===== src/rtl/sp_link_sync_ctrl.sv =====
// Receive word aligner: sliding-window comma search, lock after LOCK_BC aligned commas, resync after ERR_LIMIT bad idle bytes.
// Optional build macro SP_SYNC_STATS_EN adds resync_count and slip_seen.
module sp_link_sync_ctrl #(
  parameter logic [7:0]  COMMA     = 8'hBC,
  parameter int unsigned LOCK_BC   = 4,
  parameter int unsigned ERR_LIMIT = 3
) (
  input  logic       clk_32f,
  input  logic       reset,
  input  logic       rx_bit,
  input  logic       rx_valid,
  output logic [7:0] data_out,
  output logic       valid_out,
  output logic       active,
  output logic [2:0] word_phase,
  output logic [1:0] sync_state,
  output logic [3:0] bc_count
`ifdef SP_SYNC_STATS_EN
  ,
  output logic [7:0] resync_count,
  output logic       slip_seen
`endif
);

  typedef enum logic [1:0] {
    ST_SEARCH  = 2'd0,
    ST_ALIGNED = 2'd1,
    ST_LOCKED  = 2'd2
  } state_t;

  localparam logic [3:0] LOCK_N = LOCK_BC[3:0];
  localparam logic [3:0] ERR_N  = ERR_LIMIT[3:0];

  state_t     state_q, state_d;
  logic [6:0] shreg_q, shreg_d;
  logic [2:0] phase_q, phase_d;
  logic [3:0] bc_q, bc_d;
  logic [3:0] err_q, err_d;
  logic [7:0] dout_q, dout_d;
  logic       vout_q, vout_d;

  logic [7:0] win;
  logic       boundary;
  logic       is_comma;

  // win is the byte ending on the bit arriving this cycle
  assign win      = {shreg_q, rx_bit};
  assign boundary = (phase_q == 3'd7);
  assign is_comma = (win == COMMA);

  always_ff @(posedge clk_32f) begin
    if (!reset) state_q <= ST_SEARCH;
    else        state_q <= state_d;
  end

  always_comb begin
    state_d = state_q;
    case (state_q)
      ST_SEARCH: begin
        if (is_comma) state_d = (LOCK_N == 4'd1) ? ST_LOCKED : ST_ALIGNED;
      end
      ST_ALIGNED: begin
        if (boundary) begin
          if (!is_comma)                    state_d = ST_SEARCH;
          else if (bc_q + 4'd1 == LOCK_N)   state_d = ST_LOCKED;
        end
      end
      ST_LOCKED: begin
        if (boundary && !is_comma && !rx_valid && (err_q + 4'd1 == ERR_N)) state_d = ST_SEARCH;
      end
      default: state_d = ST_SEARCH;
    endcase
  end

  always_comb begin
    active     = (state_q == ST_LOCKED);
    sync_state = state_q;
  end

  always_comb begin
    shreg_d = win[6:0];
    phase_d = phase_q + 3'd1;
    bc_d    = bc_q;
    err_d   = err_q;
    dout_d  = dout_q;
    vout_d  = 1'b0;
    case (state_q)
      ST_SEARCH: begin
        // an acquired comma defines a new boundary here, so the next bit is phase 0
        if (is_comma) begin
          phase_d = 3'd0;
          bc_d    = 4'd1;
        end
      end
      ST_ALIGNED: begin
        if (boundary) bc_d = is_comma ? bc_q + 4'd1 : 4'd0;
      end
      ST_LOCKED: begin
        vout_d = vout_q;
        if (boundary) begin
          if (is_comma) begin
            vout_d = 1'b0;
            err_d  = 4'd0;
          end else if (rx_valid) begin
            dout_d = win;
            vout_d = 1'b1;
          end else begin
            vout_d = 1'b0;
            err_d  = err_q + 4'd1;
            if (err_d == ERR_N) begin
              err_d = 4'd0;
              bc_d  = 4'd0;
            end
          end
        end
      end
      default: bc_d = 4'd0;
    endcase
  end

  always_ff @(posedge clk_32f) begin
    if (!reset) begin
      shreg_q <= '0;
      phase_q <= '0;
      bc_q    <= '0;
      err_q   <= '0;
      dout_q  <= 8'h00;
      vout_q  <= 1'b0;
    end else begin
      shreg_q <= shreg_d;
      phase_q <= phase_d;
      bc_q    <= bc_d;
      err_q   <= err_d;
      dout_q  <= dout_d;
      vout_q  <= vout_d;
    end
  end

  assign data_out   = dout_q;
  assign valid_out  = vout_q;
  assign word_phase = phase_q;
  assign bc_count   = bc_q;

`ifdef SP_SYNC_STATS_EN
  logic [7:0] resync_q, resync_d;
  logic       slip_q, slip_d;

  always_comb begin
    resync_d = resync_q;
    if (state_q == ST_LOCKED && state_d == ST_SEARCH && resync_q != 8'hFF) resync_d = resync_q + 8'd1;
    // the old framing put boundaries at phase 7; acquiring anywhere else is a slip
    slip_d = (state_q == ST_SEARCH) && is_comma && !boundary;
  end

  always_ff @(posedge clk_32f) begin
    if (!reset) begin
      resync_q <= 8'h00;
      slip_q   <= 1'b0;
    end else begin
      resync_q <= resync_d;
      slip_q   <= slip_d;
    end
  end

  assign resync_count = resync_q;
  assign slip_seen    = slip_q;
`endif

endmodule

===== config.mk =====
export PLATFORM = sky130hd
export DESIGN_NAME = sp_link_sync_ctrl
export DESIGN_NICKNAME = d
export VERILOG_FILES = /design/src/rtl/sp_link_sync_ctrl.sv
export SDC_FILE = /design/constraint.sdc
export NUM_CORES = 1
export LEC_CHECK = 0
export BUFFER_PORTS_ARGS = -buffer_cell sky130_fd_sc_hd__buf_2
export CAP_MARGIN = 20
export CORE_ASPECT_RATIO = 0.9
export CORE_MARGIN = 4
export CORE_UTILIZATION = 45
export DETAILED_ROUTE_END_ITERATION = 8
export GPL_TIMING_DRIVEN = 0
export MAX_ROUTING_LAYER = met4
export PLACE_DENSITY = 0.67
export SKIP_CTS_REPAIR_TIMING = 1
export SYNTH_ARGS = -nofsm -noshare
export SYNTH_HDL_FRONTEND = slang
export SYNTH_SLANG_ARGS = --single-unit

===== constraint.sdc =====
create_clock -name clk_32f -period 2.55 [get_ports clk_32f]
set_input_delay 0.255 -clock clk_32f [delete_from_list [all_inputs] [get_ports clk_32f]]
set_output_delay 0.255 -clock clk_32f [all_outputs]
set_load 0.02 [all_outputs]

# Word-level counts from Yosys, hierarchy flattened
# Index checks and enable logic that the tools add are counted.
[totals]
ff_bits = 29
latchBits = 0
ram_bits = 0
mem_bits_ro = 0
inputBits = 4
output_inout_bits = 19
n_memories = 0
[op_classes]
addsub = 3
n_mul = 0
div = 0
magnitude_cmp = 0
n_eq_ne = 15
shifts = 0
mux = 21
bitwise = 1
n_reduce_logical = 11
[op_table]
columns = ["operator", "n"]
rows = [
  ["$mux 4", 10],
  ["$pmux 4 s3", 1],
  ["$mux 2", 5],
  ["$add 4x1->4 const B", 2],
  ["$eq 8x8->1 const B", 1],
  ["$ne 2x1->1 const B", 4],
  ["$ne 2x2->1 const B", 4],
  ["$reduce_and 4->1", 2],
  ["$mux 3", 2],
  ["$pmux 2 s3", 1],
  ["$reduce_and 6->1", 1],
  ["$eq 4x2->1 const B", 1],
  ["$eq 4x3->1 const B", 1],
  ["$add 3x1->3 const B", 1],
  ["$eq 3x3->1 const B", 1],
  ["$logic_and 1x1->1", 3],
  ["$ne 3x3->1 const B", 1],
  ["$reduce_and 3->1", 1],
  ["$eq 2x1->1 const B", 1],
  ["$eq 2x2->1 const B", 1],
  ["$logic_not 1->1", 2],
  ["$logic_not 2->1", 1],
  ["$mux 1", 2],
  ["$reduce_and 2->1", 1],
  ["$not 1->1", 1],
]

# Depth between registers and ports, before layout
# Gate-level depths: netlist (run 1).
[logic_depth]
word_depth = 7
depth_mapped = 7
mapped_depth_nobuf = 7

# Worst setup path after synthesis (run 1)
# No wires, ideal clock.
[synth_path]
kind = "reg2reg"
startpoint = "register phase_q[0] (netlist: word_phase[0])"
endpoint = "register bc_q[2] (netlist: bc_count[2])"
setup_time_ps = 129
arrival_ps = 1665
required_ps = 2421
path_slack_ps = 756
stages_incl_launch_ff = 8
path_buffers = 0
period_less_slack_ps = 1794
path_cell_list = "dfxtp_1 ha_1 ha_1 inv_1 a211oi_1 nand4_1 o211ai_1 o22ai_1"
[synth_between]
elab_chain_cells = 3
word_cells_on_any_way = 4
cone_classes = "3 x eq/ne; 1 x reduce/logical"
[synth_lines]
columns = ["item", "line_no", "rtl"]
rows = [
  ["from (decl)", "36", "logic [2:0] phase_q, phase_d;"],
  ["from (signal assigned)", "131", "phase_q <= phase_d;"],
  ["$eq 3x3->1 (*)", "48", "assign boundary = (phase_q == 3'd7);"],
  ["$ne 2x1->1 (no source line) / $ne 2x2->1 (equally long branches)", "n/a", ""],
  ["$reduce_and 6->1 (no source line) (*)", "n/a", ""],
  ["to (signal assigned)", "125", "bc_q <= '0;"],
  ["to (signal assigned)", "132", "bc_q <= bc_d;"],
  ["to (decl)", "37", "logic [3:0] bc_q, bc_d;"],
]
# Every way passes the cells marked *; elsewhere a longest branch is shown, timed or not.
# A chain may end at the register's enable or synchronous reset.

# Final worst setup path (run 1)
# Same ends and word-level chain as after synthesis.

==> flow_metrics.tcl, run 1 <==
set metrics [dict create \
    cts_root_buffer "clkbuf_4" \
    synth-compound-area-share_pct 11.8 \
    critPathLaunchType "register" \
    powerDensity_nw_per_um2 578 \
    status "complete, no violations" \
    cts_sinks 29 \
    grt.total_usage_pct 15.4 \
    grt.overflow.total 0 \
    multiInputGateArea_um2 648 \
    avgSynthCellArea_um2 8.93 \
    die-area_um2 3760 \
    drv_slew 0 \
    pin_count 23 \
    nets 182 \
    yosys-top-cells-area "dfxtp_1 45%, mux2i_1 6.3%, ha_1 5.9%" \
    critical_path_required_ns 2.76 \
    synth.top_cell.area_share_pct 45.4 \
    synth-xor-area-share_pct 0.686 \
    synth-adder-area-share_pct 5.88 \
    ff_latch_area_um2 581 \
    synth_cell_types 34 \
    synthMuxAreaShare_pct 7.15 \
    r2r_slack_ns 0.56 \
    initial_core_util_pct 46.9 \
    antenna_cells 0 \
    numPortBuffers 22 \
    ys_seq_elements 29 \
    max_freq_ghz 0.504 \
    clock_skew_ns 0.00921 \
    drc 0 \
    synth_seq_area_share_pct 45.4 \
    drt-total-wl_mm 2.58 \
    hpwl_mm 1.90 \
    avgViaCountPerCell 5.08 \
    synthArstFlopShare_pct 0 \
    period_needed_ns 1.99 \
    clk_pin_slew_ns 0.09 \
    synth_top_family_by_area "simple AND/OR/NAND/NOR gates" \
    syn_inst 143 \
    rows 18 \
    numCtsBuffers 5 \
    synth_top_cell_by_area "dfxtp_1" \
    min_period_over_period_pct 77.9 \
    drt_pass1_iterations 4 \
    maxCapViolations 0 \
    synth_fp_nets 153 \
    crit_path_end_kind "register" \
    area_delta_synth_final_pct 19.2 \
    holdCritPathClass "in2reg" \
    drt_iter0_markers 46 \
    vias 1081 \
    drive_above_1_share_pct 20.2 \
    ys.warnings.count 0 \
    setup_viol 0 \
    synthSimpleGateAreaFrac_pct 25.3 \
    crit_fanout 7 \
    fp.dieH_um 58.5 \
    netlist_top_cells_count "29 x dfxtp_1, 18 x nand2_1, 13 x nor2_1" \
    arrival_ns 2.19 \
    grt_pass1_vias 1013 \
    die_x_um 64.2 \
    power.leakage_nw 0.701 \
    ys.flop_type "dfxtp_1" \
    ctsLongestPathBuffers 2 \
    tns_ns 0 \
    fillers 253 \
    ir_drop_mv 0.345 \
    grt_pass1_wl_mm 4.37 \
    gp_congestion 0.829 \
    htreeDepth 2 \
    tightest_slew_ns 0.473 \
    synth_enable_flop_cells 0 \
    final_hold_viol_count 0 \
    synth_area_um2 1280 \
    max-slew-margin-rel_pct 68.5 \
    worst_skew_pair.late_latency_ns 0.32 \
    synth_most_common_cell "dfxtp_1" \
    core_um2 2730 \
    avgRoutedWirePerCell_um 12.1 \
    antenna_found_initial 0 \
    antenna_left 0 \
    timing.hold.ws_ns 0.157 \
    crit_type "reg2reg" \
    cts_tree "yes" \
    rsz0062_at_grt "false" \
    grt_max_degree 11 \
]
-- area by class of cell --
| type | instances | share of cell area (%) |
|---|---|---|
| buffer | 4 | 1.48 |
| clock buffer | 7 | 3.62 |
| clock inverter | 1 | 1.97 |
| inverter | 7 | 1.73 |
| multi-input combinational | 103 | 42.6 |
| sequential | 29 | 38.1 |
| tap | 40 | 3.29 |
| timing repair buffer | 22 | 7.23 |
-- logic make-up after synthesis --
family	count (synthesis)
AO/OA/AOI/OAI	24
XOR/XNOR	1
adder cells (fa/ha/maj)	6
buffers and inverters	11
flip-flops	29
multiplexers	9
AND/OR/NAND/NOR	63
-- state kept, by name, summed over array words and instances (netlist names) --
signal      cells
shreg_q         7
sync_state      2
data_out        8
err_q           4
bc_count        4
word_phase      3
valid_out       1
-- worst paths after layout --
path	from	to	depth (start not counted)
min reg2reg	word_phase[0]	word_phase[0]	1
max reg2reg	word_phase[0]	bc_count[2]	7
max	word_phase[0]	bc_count[2]	7
min	rx_bit	shreg_q[0]	2
-- critical path, stage by stage (launching register included) --
cell	delay [ns]
dfxtp_1	0.36
ha_1	0.16
ha_1	0.29
inv_1	0.16
a211oi_1	0.25
nand4_1	0.15
o211ai_1	0.35
o22ai_1	0.14
-- metrics by stage --
step / setup slack (ns) / util (%) / std cells / area (µm²) / power [mW]
5_1_grt: 0.423 / 55.9 / 213 / 1520 / 0.916
6_report: 0.564 / 55.9 / 213 / 1520 / 0.881
4_1_cts: 0.575 / 55.9 / 213 / 1520 / 0.889
3_5_place_dp: 0.581 / 52.8 / 205 / 1440 / 0.504
2_1_floorplan: 0.756 / - / 143 / 1280 / 0.490
3_3_place_gp: 0.582 / 52.8 / 205 / 1440 / 0.503
-- metal layers --
layer / wire [µm] / GRT usage (%) / part of all wire (%) / vias up
li1: - / - / - / 558
met1: 1230 / 18.1 / 48 / 490
met2: 1150 / 24.0 / 45 / 29
met3: 162 / 5.92 / 6.3 / 4
met4: 38 / 5.42 / 1.5 / 0
met5: 0 / - / 0 / -
-- layout by cell type (no fill, tap or decap), types with 2 or more instances in the layout --
master,Yosys,layout
inv_1,7,7
nor2_1,13,13
buf_2,0,22
nand3b_1,2,2
clkbuf_4,0,5
dfxtp_1,29,29
clkbuf_1,3,4
o22ai_1,4,4
nor4_1,2,2
mux2i_1,8,8
nand2_1,18,18
and3_1,3,3
a21oi_1,6,6
o21ai_0,5,5
ha_1,6,6
and2_1,7,7
nor3_1,4,4
o21a_1,2,2
a211o_1,2,2
nand3_1,5,5
or3_1,2,2
-- power breakdown --
part	internal (mW)	switching (mW)	total (mW)
clock network	0.234	0.154	0.388
registers	0.459	0.00373	0.463
logic	0.0104	0.0198	0.0302
No activity file was read; power rests on OpenSTA's default activity.
==> run 2: changes to the inputs <==
- PLACE_DENSITY: 0.67 -> 0.69
- clock period: 2.55 -> 1.7 ns (I/O delays scaled with it)
==> run 2 against run 1 <==
Clock skew shrank 0.0043 ns; die area is the same; first-iteration DRC count shrank 15%; global-route usage grew 1.5 points; via count grew 1.0%; hold slack lost 0.052 ns; the flow now finishes with violations (negative setup slack); highest routed layer unchanged.
==> flow_metrics.tcl, run 2 (synthesized netlist as in run 1, its figures left out) <==
set metrics [dict create \
    largest_reg_flops 8 \
    wl_met2_mm 1.28 \
    drt-total-wl_mm 2.75 \
    numCtsBuffers 5 \
    critPathLaunchType "register" \
    final_hold_viol_count 0 \
    clock_skew_ns 0.00492 \
    drive_above_1_share_pct 29.4 \
    vias 1092 \
    final_cell_mix "24 x dfxtp_1, 22 x buf_2, 18 x nand2_1" \
    drt_pass1_iterations 4 \
    crit_type "reg2reg" \
    cts_tree "yes" \
    finalInstanceArea_um2 1590 \
    arrival_ns 1.92 \
    rsz0062_at_grt "true" \
    final_common_cell "dfxtp_1" \
    grt.overflow.total 0 \
    ctsLongestPathBuffers 2 \
    period_needed_ns 1.71 \
    grt.total_usage_pct 16.8 \
    maxCapViolations 0 \
    core_um2 2730 \
    area_delta_synth_final_pct 24.1 \
    die_x_um 64.2 \
    cts_sinks 29 \
    crit_path_end_kind "register" \
    max-slew-margin-rel_pct 71.6 \
    hpwl_mm 1.92 \
    wl_met3_um 138 \
    initial_core_util_pct 46.9 \
    holdCritPathClass "in2reg" \
    power.leakage_nw 0.706 \
    grt_pass1_wl_mm 4.69 \
    pin_count 23 \
    rows 18 \
    antenna_cells 0 \
    grt_pass1_vias 1065 \
    tightest_slew_ns 0.426 \
    powerDensity_nw_per_um2 778 \
    max_freq_ghz 0.586 \
    drc 0 \
    tns_ns -0.00617 \
    drt_iter0_markers 39 \
    clk_pin_slew_ns 0.09 \
    violations "negative setup slack" \
    min_period_over_period_pct 100 \
    fp.dieH_um 58.5 \
    status "finished with violations" \
    ir_drop_mv 0.536 \
    numPortBuffers 22 \
    htreeDepth 2 \
    critical_path_required_ns 1.91 \
    gp_congestion 0.859 \
    die-area_um2 3760 \
    setup_viol 1 \
    worst_skew_pair.late_latency_ns 0.33 \
    postPlaceCellArea_um2 1440 \
    avgViaCountPerCell 5.03 \
    cts_root_buffer "clkbuf_4" \
    avgRoutedWirePerCell_um 12.7 \
    nets 186 \
    timing.hold.ws_ns 0.105 \
    top_layer "met4" \
    met1_length_mm 1.31 \
    antenna_found_initial 0 \
    drv_slew 0 \
    crit_fanout 6 \
    grt_max_degree 11 \
    fillers 269 \
    fin_ws_ns -0.00617 \
    antenna_left 0 \
]
==> run 2: cell type report <==
class                      instances  area, µm²  area share (%)
multi-input combinational        103        686            43.3
inverter                           7       30.0            1.89
clock buffer                       7       65.1            4.10
clock inverter                     1       5.00           0.316
tap                               40       50.0            3.16
buffer                             4       22.5            1.42
sequential                        29        587            37.0
timing repair buffer              26        140            8.84
==> run 2: worst paths after layout <==
kind	start	end	slack [ns]	cells after the start
setup / recovery	word_phase[0]	bc_count[2]	-0.006	7
hold / removal	rx_bit	shreg_q[0]	0.11	2
setup reg to reg	word_phase[0]	bc_count[2]	-0.006	7
hold reg to reg	shreg_q[1]	shreg_q[2]	0.49	1
==> run 2: stage by stage <==
stage               power (mW)  utilization, %  setup WS [ns]  instances
CTS                       1.24            55.6         -0.174        213
detailed placement       0.757            53.0         -0.165        205
finish                    1.23            58.2       -0.00617        217
floorplan                0.737               -         0.0135        143
global placement         0.755            53.0         -0.167        205
global route              1.29            58.2         -0.148        217
==> run 2: power breakdown <==
group          switching, mW  leakage (nW)  internal, mW  total [mW]
Sequential           0.00854         0.237         0.690       0.698
Combinational         0.0322         0.428        0.0220      0.0542
Clock                  0.242        0.0413         0.239       0.482
==> run 2: worst max-delay path: stages, from the launching register on <==
cell and delay [ns]:
dfxtp_2 0.37, ha_4 0.14, ha_4 0.17, clkinvlp_4 0.14, a211oi_2 0.17, nand4_1 0.14
o211ai_1 0.33, o22ai_1 0.13
==> run 2: routing by layer <==
layer	vias to the layer above	GRT usage, %
li1	564	-
met1	501	19.4
met2	25	26.7
met3	2	6.30
met4	0	6.63
met5	-	-
